### config.mk
export PLATFORM = sky130hd
export DESIGN_NAME = pmu_sample_sequencer
export DESIGN_NICKNAME = d
export VERILOG_FILES = /design/src/rtl/pmu_seq_pkg.sv /design/src/rtl/pmu_axil_wr_single.sv /design/src/rtl/pmu_sample_sequencer.sv
export SDC_FILE = /design/constraint.sdc
export NUM_CORES = 1
export LEC_CHECK = 0
export BUFFER_PORTS_ARGS = -buffer_cell sky130_fd_sc_hd__buf_2
export CAP_MARGIN = 40
export CORE_MARGIN = 2
export CORE_UTILIZATION = 50
export DETAILED_ROUTE_END_ITERATION = 8
export GPL_TIMING_DRIVEN = 0
export PLACE_DENSITY = 0.83
export SKIP_CTS_REPAIR_TIMING = 1
export SYNTH_ARGS = -nofsm -noshare
export SYNTH_HDL_FRONTEND = slang
export SYNTH_SLANG_ARGS = --single-unit
export TNS_END_PERCENT = 30
### constraint.sdc
create_clock -name clk_i -period 3.2 [get_ports clk_i]
set_input_delay 0.64 -clock clk_i [delete_from_list [all_inputs] [get_ports clk_i]]
set_output_delay 0.64 -clock clk_i [all_outputs]
set_load 0.02 [all_outputs]
### src/rtl/pmu_seq_pkg.sv
// Shared types and constants for the PMU sample sequencer.
// The CLR states exist only when PMU_SAMPLE_CLEAR_EN is defined.
package pmu_seq_pkg;

    typedef enum logic [3:0] {
        S_IDLE,
        S_EN_W,
        S_EN_B,
        S_WAIT,
        S_RD_A,
        S_RD_R,
        S_PUSH,
`ifdef PMU_SAMPLE_CLEAR_EN
        S_CLR_W,
        S_CLR_B,
`endif
        S_DIS_W,
        S_DIS_B
    } state_t;

    localparam logic [1:0] RESP_OKAY = 2'b00;

    // PMU main config words: bit0 enable, bit1 soft-reset counters
    localparam logic [31:0] CFG_ENABLE  = 32'h0000_0001;
    localparam logic [31:0] CFG_CLEAR   = 32'h0000_0003;
    localparam logic [31:0] CFG_DISABLE = 32'h0000_0000;

    function automatic logic [31:0] cnt_addr(input logic [31:0] idx);
        return idx << 2;
    endfunction

endpackage

### src/rtl/pmu_axil_wr_single.sv
// Single AXI4-Lite write: AW and W raised together on start, each dropped on its own
// handshake; sent pulses when both are accepted, done when the B response arrives.
module pmu_axil_wr_single
    import pmu_seq_pkg::*;
#(
    parameter int ADDR_W = 7,
    parameter int DATA_W = 32
) (
    input  logic                clk,
    input  logic                rst,
    input  logic                start,
    input  logic [ADDR_W-1:0]   addr,
    input  logic [DATA_W-1:0]   data,
    output logic                sent,
    output logic                done,
    output logic                err,
    output logic [ADDR_W-1:0]   awaddr,
    output logic                awvalid,
    input  logic                awready,
    output logic [DATA_W-1:0]   wdata,
    output logic [DATA_W/8-1:0] wstrb,
    output logic                wvalid,
    input  logic                wready,
    input  logic [1:0]          bresp,
    input  logic                bvalid,
    output logic                bready
);

    logic resp_phase;
    logic aw_ok;
    logic w_ok;

    assign aw_ok  = !awvalid || awready;
    assign w_ok   = !wvalid || wready;
    assign sent   = (awvalid || wvalid) && aw_ok && w_ok;
    assign bready = resp_phase;
    assign done   = resp_phase && bvalid;
    assign err    = done && (bresp != RESP_OKAY);
    assign wstrb  = '1;

    always_ff @(posedge clk) begin
        if (rst) begin
            awvalid    <= 1'b0;
            wvalid     <= 1'b0;
            awaddr     <= '0;
            wdata      <= '0;
            resp_phase <= 1'b0;
        end else if (start) begin
            awvalid <= 1'b1;
            wvalid  <= 1'b1;
            awaddr  <= addr;
            wdata   <= data;
        end else begin
            if (awvalid && awready) awvalid <= 1'b0;
            if (wvalid && wready)   wvalid  <= 1'b0;
            if (sent)               resp_phase <= 1'b1;
            else if (done)          resp_phase <= 1'b0;
        end
    end

endmodule

### src/rtl/pmu_sample_sequencer.sv
// Autonomous AXI4-Lite master that enables the PMU and sweeps all counters once per period.
// Define PMU_SAMPLE_CLEAR_EN to soft-reset the counters after each sweep (per-period deltas).
module pmu_sample_sequencer
    import pmu_seq_pkg::*;
#(
    parameter int                          C_M_AXI_DATA_WIDTH = 32,
    parameter int                          C_M_AXI_ADDR_WIDTH = 7,
    parameter int                          N_COUNTERS         = 16,
    parameter logic [C_M_AXI_ADDR_WIDTH-1:0] CFG_ADDR         = 7'h40,
    parameter int                          PERIOD_W           = 24
) (
    input  logic                              clk_i,
    input  logic                              rst_i,
    input  logic                              start_i,
    input  logic                              stop_i,
    input  logic [PERIOD_W-1:0]               period_i,
    output logic                              busy_o,
    output logic                              err_o,
    output logic                              smp_valid_o,
    input  logic                              smp_ready_i,
    output logic [$clog2(N_COUNTERS)-1:0]     smp_idx_o,
    output logic [C_M_AXI_DATA_WIDTH-1:0]     smp_data_o,
    output logic                              smp_last_o,
    output logic [C_M_AXI_ADDR_WIDTH-1:0]     M_AXI_AWADDR_o,
    output logic                              M_AXI_AWVALID_o,
    input  logic                              M_AXI_AWREADY_i,
    output logic [C_M_AXI_DATA_WIDTH-1:0]     M_AXI_WDATA_o,
    output logic [C_M_AXI_DATA_WIDTH/8-1:0]   M_AXI_WSTRB_o,
    output logic                              M_AXI_WVALID_o,
    input  logic                              M_AXI_WREADY_i,
    input  logic [1:0]                        M_AXI_BRESP_i,
    input  logic                              M_AXI_BVALID_i,
    output logic                              M_AXI_BREADY_o,
    output logic [C_M_AXI_ADDR_WIDTH-1:0]     M_AXI_ARADDR_o,
    output logic                              M_AXI_ARVALID_o,
    input  logic                              M_AXI_ARREADY_i,
    input  logic [C_M_AXI_DATA_WIDTH-1:0]     M_AXI_RDATA_i,
    input  logic [1:0]                        M_AXI_RRESP_i,
    input  logic                              M_AXI_RVALID_i,
    output logic                              M_AXI_RREADY_o
);

    localparam int IDX_W = $clog2(N_COUNTERS);
    localparam logic [IDX_W-1:0] LAST_IDX = IDX_W'(N_COUNTERS - 1);

    state_t                          state, next;
    logic [IDX_W-1:0]                idx;
    logic [PERIOD_W-1:0]             period_r;
    logic [PERIOD_W-1:0]             cnt;
    logic                            load_cnt;
    logic                            wr_start;
    logic [C_M_AXI_DATA_WIDTH-1:0]   wr_data;
    logic                            wr_sent;
    logic                            wr_done;
    logic                            wr_err;
    logic                            push_hs;
    logic                            start_ok;

    assign push_hs  = (state == S_PUSH) && smp_ready_i;
    assign start_ok = (state == S_IDLE) && start_i;

    always_ff @(posedge clk_i) begin
        if (rst_i) state <= S_IDLE;
        else       state <= next;
    end

    always_comb begin
        next     = state;
        wr_start = 1'b0;
        wr_data  = C_M_AXI_DATA_WIDTH'(CFG_ENABLE);
        load_cnt = 1'b0;
        case (state)
            S_IDLE: if (start_i) begin
                next     = S_EN_W;
                wr_start = 1'b1;
            end
            S_EN_W: if (wr_sent) next = S_EN_B;
            S_EN_B: if (wr_done) begin
                next     = S_WAIT;
                load_cnt = 1'b1;
            end
            // stop has priority over an expiring period
            S_WAIT: if (stop_i) begin
                next     = S_DIS_W;
                wr_start = 1'b1;
                wr_data  = C_M_AXI_DATA_WIDTH'(CFG_DISABLE);
            end else if (cnt == '0) begin
                next = S_RD_A;
            end
            S_RD_A: if (M_AXI_ARREADY_i) next = S_RD_R;
            S_RD_R: if (M_AXI_RVALID_i) next = S_PUSH;
            S_PUSH: if (smp_ready_i) begin
                if (idx != LAST_IDX) begin
                    next = S_RD_A;
                end else begin
`ifdef PMU_SAMPLE_CLEAR_EN
                    next     = S_CLR_W;
                    wr_start = 1'b1;
                    wr_data  = C_M_AXI_DATA_WIDTH'(CFG_CLEAR);
`else
                    next     = S_WAIT;
                    load_cnt = 1'b1;
`endif
                end
            end
`ifdef PMU_SAMPLE_CLEAR_EN
            S_CLR_W: if (wr_sent) next = S_CLR_B;
            S_CLR_B: if (wr_done) begin
                next     = S_WAIT;
                load_cnt = 1'b1;
            end
`endif
            S_DIS_W: if (wr_sent) next = S_DIS_B;
            S_DIS_B: if (wr_done) next = S_IDLE;
            default: next = S_IDLE;
        endcase
    end

    always_ff @(posedge clk_i) begin
        if (rst_i) begin
            idx        <= '0;
            period_r   <= '0;
            cnt        <= '0;
            smp_data_o <= '0;
            err_o      <= 1'b0;
        end else begin
            if (start_ok) period_r <= period_i;
            if (load_cnt)                       cnt <= period_r;
            else if (state == S_WAIT && cnt != '0) cnt <= cnt - 1'b1;
            if (state == S_RD_R && M_AXI_RVALID_i) smp_data_o <= M_AXI_RDATA_i;
            if (push_hs) idx <= (idx == LAST_IDX) ? '0 : idx + 1'b1;
            if (start_ok)
                err_o <= 1'b0;
            else if (wr_err || (state == S_RD_R && M_AXI_RVALID_i && M_AXI_RRESP_i != RESP_OKAY))
                err_o <= 1'b1;
        end
    end

    assign busy_o          = (state != S_IDLE);
    assign smp_valid_o     = (state == S_PUSH);
    assign smp_idx_o       = idx;
    assign smp_last_o      = (state == S_PUSH) && (idx == LAST_IDX);
    assign M_AXI_ARVALID_o = (state == S_RD_A);
    assign M_AXI_ARADDR_o  = (state == S_RD_A) ? C_M_AXI_ADDR_WIDTH'(cnt_addr(32'(idx))) : '0;
    assign M_AXI_RREADY_o  = (state == S_RD_R);

    pmu_axil_wr_single #(
        .ADDR_W (C_M_AXI_ADDR_WIDTH),
        .DATA_W (C_M_AXI_DATA_WIDTH)
    ) u_wr (
        .clk     (clk_i),
        .rst     (rst_i),
        .start   (wr_start),
        .addr    (CFG_ADDR),
        .data    (wr_data),
        .sent    (wr_sent),
        .done    (wr_done),
        .err     (wr_err),
        .awaddr  (M_AXI_AWADDR_o),
        .awvalid (M_AXI_AWVALID_o),
        .awready (M_AXI_AWREADY_i),
        .wdata   (M_AXI_WDATA_o),
        .wstrb   (M_AXI_WSTRB_o),
        .wvalid  (M_AXI_WVALID_o),
        .wready  (M_AXI_WREADY_i),
        .bresp   (M_AXI_BRESP_i),
        .bvalid  (M_AXI_BVALID_i),
        .bready  (M_AXI_BREADY_o)
    );

endmodule

# After elaboration in Yosys (flattened, before gate mapping)
# Index checks and enable logic that the tools add are counted.
dict set report word_totals {
  in_bits 70
  regBits 125
  wordCells 95
  out_inout_bits 95
}
dict set report classes {
  n_eq_ne 19
  n_mux 31
  bitwise 1
  reduce_logical 31
  n_addsub 2
}
# cell count
set op_table {}
lappend op_table {{24-bit two-way mux} 2}
lappend op_table {{4-bit two-way mux} 11}
lappend op_table {{4-bit case mux with 9 select lines} 1}
lappend op_table {{24-bit zero test} 1}
lappend op_table {{24-bit nonzero test} 1}
lappend op_table {{24-bit by 1-bit subtractor with 24-bit output (second input constant)} 1}
lappend op_table {{4-bit by 3-bit == test with 1-bit output (second input constant)} 4}
lappend op_table {{1-bit two-way mux} 13}
lappend op_table {{1-bit logical AND} 12}
lappend op_table {{2-bit by 1-bit != test with 1-bit output (second input constant)} 6}
lappend op_table {{2-bit nonzero test} 6}
lappend op_table {{9-bit AND reduction} 1}
lappend op_table {{4-bit by 2-bit == test with 1-bit output (second input constant)} 2}
lappend op_table {{4-bit == test (second input constant)} 2}
lappend op_table {{6-bit two-way mux} 1}
lappend op_table {{4-bit by 1-bit adder with 4-bit output (second input constant)} 1}
lappend op_table {{4-bit by 1-bit == test with 1-bit output (second input constant)} 1}
lappend op_table {{4-bit zero test} 1}
lappend op_table {{1-bit logical OR} 4}
lappend op_table {{2-bit != test (second input constant)} 2}
lappend op_table {{4-bit != test (second input constant)} 1}
lappend op_table {{1-bit case mux with 2 select lines} 2}
lappend op_table {{4-bit nonzero test} 1}
lappend op_table {{3-bit two-way mux} 1}
lappend op_table {{other kinds (5)} 6}

# Longest topological paths before layout
dict set report depth {
  ltp_word 6
  depth_mapped 8
  ltp_nobuf 7
}

# Cells and area by module
# From an unflattened synthesis, not the netlist that was laid out.
dict set report hier_totals {
  hier_cells 669
  hier_area_um2 5629.1
}
# module n_inst area_each_um2 cells_each seq_area_each_um2
set modules_own_cells {}
lappend modules_own_cells {pmu_sample_sequencer 1 4018.9 521 1781.7}
lappend modules_own_cells {pmu_axil_wr_single 1 1610.3 148 840.8}

# Least setup slack after synthesis
# No wires, ideal clock.
dict set report synth_timing {
  kind {reg2reg}
  startpoint {register cnt[12]}
  endpoint {register state[0]}
  path_buffers 1
  setup_ns 0.072
  setup_slack_ns 0.739
  period_less_slack_ns 2.461
  stages_incl_launch_ff 7
  arrival_ns 2.389
  cell_sequence {dfxtp_1 or4_4 or4b_4 o31a_1 buf_6 a211oi_4 mux2i_1}
}
dict set report synth_via {
  elab_chain_cells 3
}
# item line
set synth_rtl {}
lappend synth_rtl {{start: declaration} pmu_sample_sequencer.sv:49} ;# logic [PERIOD_W-1:0] cnt;
lappend synth_rtl {{start signal: assignment} pmu_sample_sequencer.sv:128} ;# if (load_cnt) cnt <= period_r;
lappend synth_rtl {{start signal: assignment} pmu_sample_sequencer.sv:129} ;# else if (state == S_WAIT && cnt != '0) cnt <= cnt - 1'b1;
lappend synth_rtl {{24-bit zero test} pmu_sample_sequencer.sv:87} ;# end else if (cnt == '0) begin
lappend synth_rtl {{3-bit != test (no line)} --}
lappend synth_rtl {{9-bit AND reduction (no line)} --}
lappend synth_rtl {{end signal: assignment} pmu_sample_sequencer.sv:64} ;# else state <= next;
lappend synth_rtl {{end: declaration} pmu_sample_sequencer.sv:46} ;# state_t state, next;
# Every way passes these cells.
# A chain may end at the register's enable or synchronous reset.

# Worst setup path in the final report
dict set report layout_timing {
  startpoint {register cnt[12]}
  endpoint {register cnt[4]}
}
dict set report layout_via {
  elab_chain_cells 3
}
# item line
set layout_rtl {}
lappend layout_rtl {{24-bit nonzero test} pmu_sample_sequencer.sv:129}
lappend layout_rtl {{1-bit logical AND} pmu_sample_sequencer.sv:129}
lappend layout_rtl {{2-bit nonzero test (no line)} --}
# Every way passes these cells.

==> flow_metrics.tcl <==
set metrics [dict create \
    status "finished, final reports clean" \
    fin_nets 831 \
    ys_seq_elements 94 \
    hold_viol 0 \
    seq_area_frac_synth 0.409 \
    grt_overflow 0 \
    synth_cell_types 62 \
    clk_latency_ns 0.36 \
    cts_tree "yes" \
    cp-end-kind "register" \
    setup_viol 0 \
    fmax_ghz 0.368 \
    combPwrFrac 0.362 \
    slew_headroom 0.536 \
    die_w_um 100 \
    power_density_mw_per_mm2 601 \
    antenna_cells 0 \
    path_clk_slew_ns 0.10 \
    cts-root-buf "clkbuf_8" \
    synthCells 585 \
    grt_pass1_wl_mm 20.0 \
    final_layout_size_suffix_gt1_frac 0.260 \
    switchingPower_mw 1.31 \
    cts-htree-levels 3 \
    slew_viol_final 0 \
    wl_per_cell_um 14.1 \
    ir_worst_vdd_uv 464 \
    grt_pass1_vias 4295 \
    vias 4627 \
    dieArea_sq_mm 0.00999 \
    coreArea_sq_mm 0.00906 \
    crit_path_start_kind "register" \
    synth.avg_cell_area_sq_um 7.87 \
    die_h_um 100 \
    io_pins 165 \
    pwr-share-seq 0.403 \
    port_buffers 119 \
    fin_crit_ns 2.72 \
    drt_iter0_markers 308 \
    synth_edf_count 0 \
    wirelength_mm 12.3 \
    p_leak_nw 2.56 \
    via_per_inst 5.29 \
    drv_cap 0 \
    synth_top_cell_by_area "dfxtp_1" \
    start_util 0.508 \
    drt_pass1_iterations 5 \
    synth.area.top_cells "dfxtp_1, nand2_1, a21oi_1" \
    switching_share 0.384 \
    dp_hpwl_mm 9.29 \
    detail-route-antenna-nets 0 \
    fin_tns_setup_ns 0 \
    setup_slack_ns 0.479 \
    clock-sinks 94 \
    pwr-share-clk 0.236 \
    synth_top_area_share 0.409 \
    hold_path_class "reg2reg" \
    rsz0062_at_grt "no" \
    async_flop_share 0 \
    cp_max_fo 10 \
    synth_flop_cell "dfxtp_1" \
    syn_to_final_growth_pct 23.8 \
    drcViolationCount 0 \
    worstPathRequired_ns 3.48 \
    p_int_mw 2.11 \
    fp-row-count 35 \
    antenna_found_initial 0 \
    grt_max_degree 17 \
    worst_slew_pin_slew_ns 0.696 \
    place_ws_ns 0.544 \
    grt_usage 0.246 \
    period_share 0.850 \
    syn-cell-area_sq_mm 0.00460 \
    numCtsBuffers 9 \
    crit_type "reg2reg" \
    arrival_ns 3.00 \
    fin_skew_ns 0.0112 \
    gp_congestion 0.933 \
    clock_path_buffers 2 \
    total_power_mw 3.43 \
    ys_warn_count 0 \
]
==> cell usage after synthesis, types with 2 or more instances <==
cell type,instances
a31oi_1,10
nor4_1,3
nand2b_1,3
dfxtp_1,94
clkbuf_1,36
mux2i_1,9
nand4_1,2
nor4b_1,2
a21oi_1,77
buf_4,45
a32oi_1,2
ha_1,3
nor2_1,22
nor2b_1,5
o211ai_1,5
nand3_1,10
o32a_1,2
o311ai_1,2
o21ai_0,4
a22oi_1,4
and2_1,3
and3_1,9
or4_1,6
or2_2,6
or4_4,2
o311ai_0,8
nand4b_1,2
or3_1,11
nor3_1,10
o221ai_1,3
o221a_2,2
inv_1,12
conb_1,2
nand2_1,141
==> layout make-up <==
cell class	count	area (sq um)
plain buffers	83	489
multi-input cells	438	2340
clock inverters	6	71.3
clock buffers	10	128
inverters	12	45.0
flip-flops and latches	94	1880
fillers	817	3370
well taps	111	139
repair buffers	120	601
==> worst paths after layout <==
kind,start,endpoint,slack [ns],cells after the start
min reg2reg,smp_data_o[16],smp_data_o[16],0.46,2
min,smp_data_o[16],smp_data_o[16],0.46,2
max,cnt[12],cnt[4],0.48,6
max reg2reg,cnt[12],cnt[4],0.48,6
==> cells in the final DEF (no fill, tap or decap), types with 11 or more instances in the layout <==
cell and count:
clkbuf_1 37, nor2_1 22, buf_2 121, inv_1 12, dfxtp_1 94, conb_1 44, buf_4 45, a21oi_1 77
or3_1 11, nand2_1 141
==> per-stage QoR <==
step                      utilization  area, sq um  cells  hold WS [ns]
final                           0.629         5700    874         0.458
after global routing            0.629         5700    874         0.477
after CTS                       0.629         5700    874         0.459
after detailed placement        0.607         5500    858         0.445
after global placement          0.606         5500    857         0.434
after floorplan                     -         4760    627         0.431
==> routing by layer <==
layer  up-vias  part of all wire  GRT usage
li1       2290                 -          -
met1      2107              0.40      0.298
met5         -                 0          0
met4         0             0.010     0.0632
met2       216              0.49      0.433
met3        14             0.093     0.0648
==> sequential cells by signal, summed over array words and instances (netlist names) <==
name and cells:
smp_idx_o 4, err_o 1, u_wr.wdata 1, u_wr.wvalid 1, period_r 24, smp_data_o 32
u_wr.awaddr 1, u_wr.bready 1, cnt 24, state 4, u_wr.awvalid 1
==> logic make-up (layout without fill, tap and decap cells) <==
family | after synthesis | in the layout | share of synthesized area
adder cells (fa/ha/maj) | 3 | 3 | 0.00816
XOR/XNOR | 2 | 2 | 0.00381
AND/OR/NAND/NOR | 243 | 243 | 0.247
buffers and inverters | 95 | 231 | 0.116
flip-flops | 94 | 94 | 0.409
other | 2 | 44 | 0.00163
multiplexers | 11 | 11 | 0.0245
AO/OA/AOI/OAI | 135 | 135 | 0.191
==> power groups by stage <==
stage | combinational, mW | clock [mW] | sequential, mW
5_1_grt | 1.36 | 0.869 | 1.40
3_5_place_dp | 1.22 | 0 | 1.40
4_1_cts | 1.22 | 0.813 | 1.38
6_report | 1.24 | 0.807 | 1.38
3_3_place_gp | 1.19 | 0 | 1.40
2_1_floorplan | 0.889 | 0 | 1.41
==> worst max-delay path, cell delays in order (launching register included) <==
cell and delay [ns]:
dfxtp_1 0.37, or4_4 0.59, or4b_4 0.55, o31ai_2 0.37, buf_4 0.26, mux2_2 0.35, a21oi_1 0.15
No activity file was read; power rests on OpenSTA's default activity.
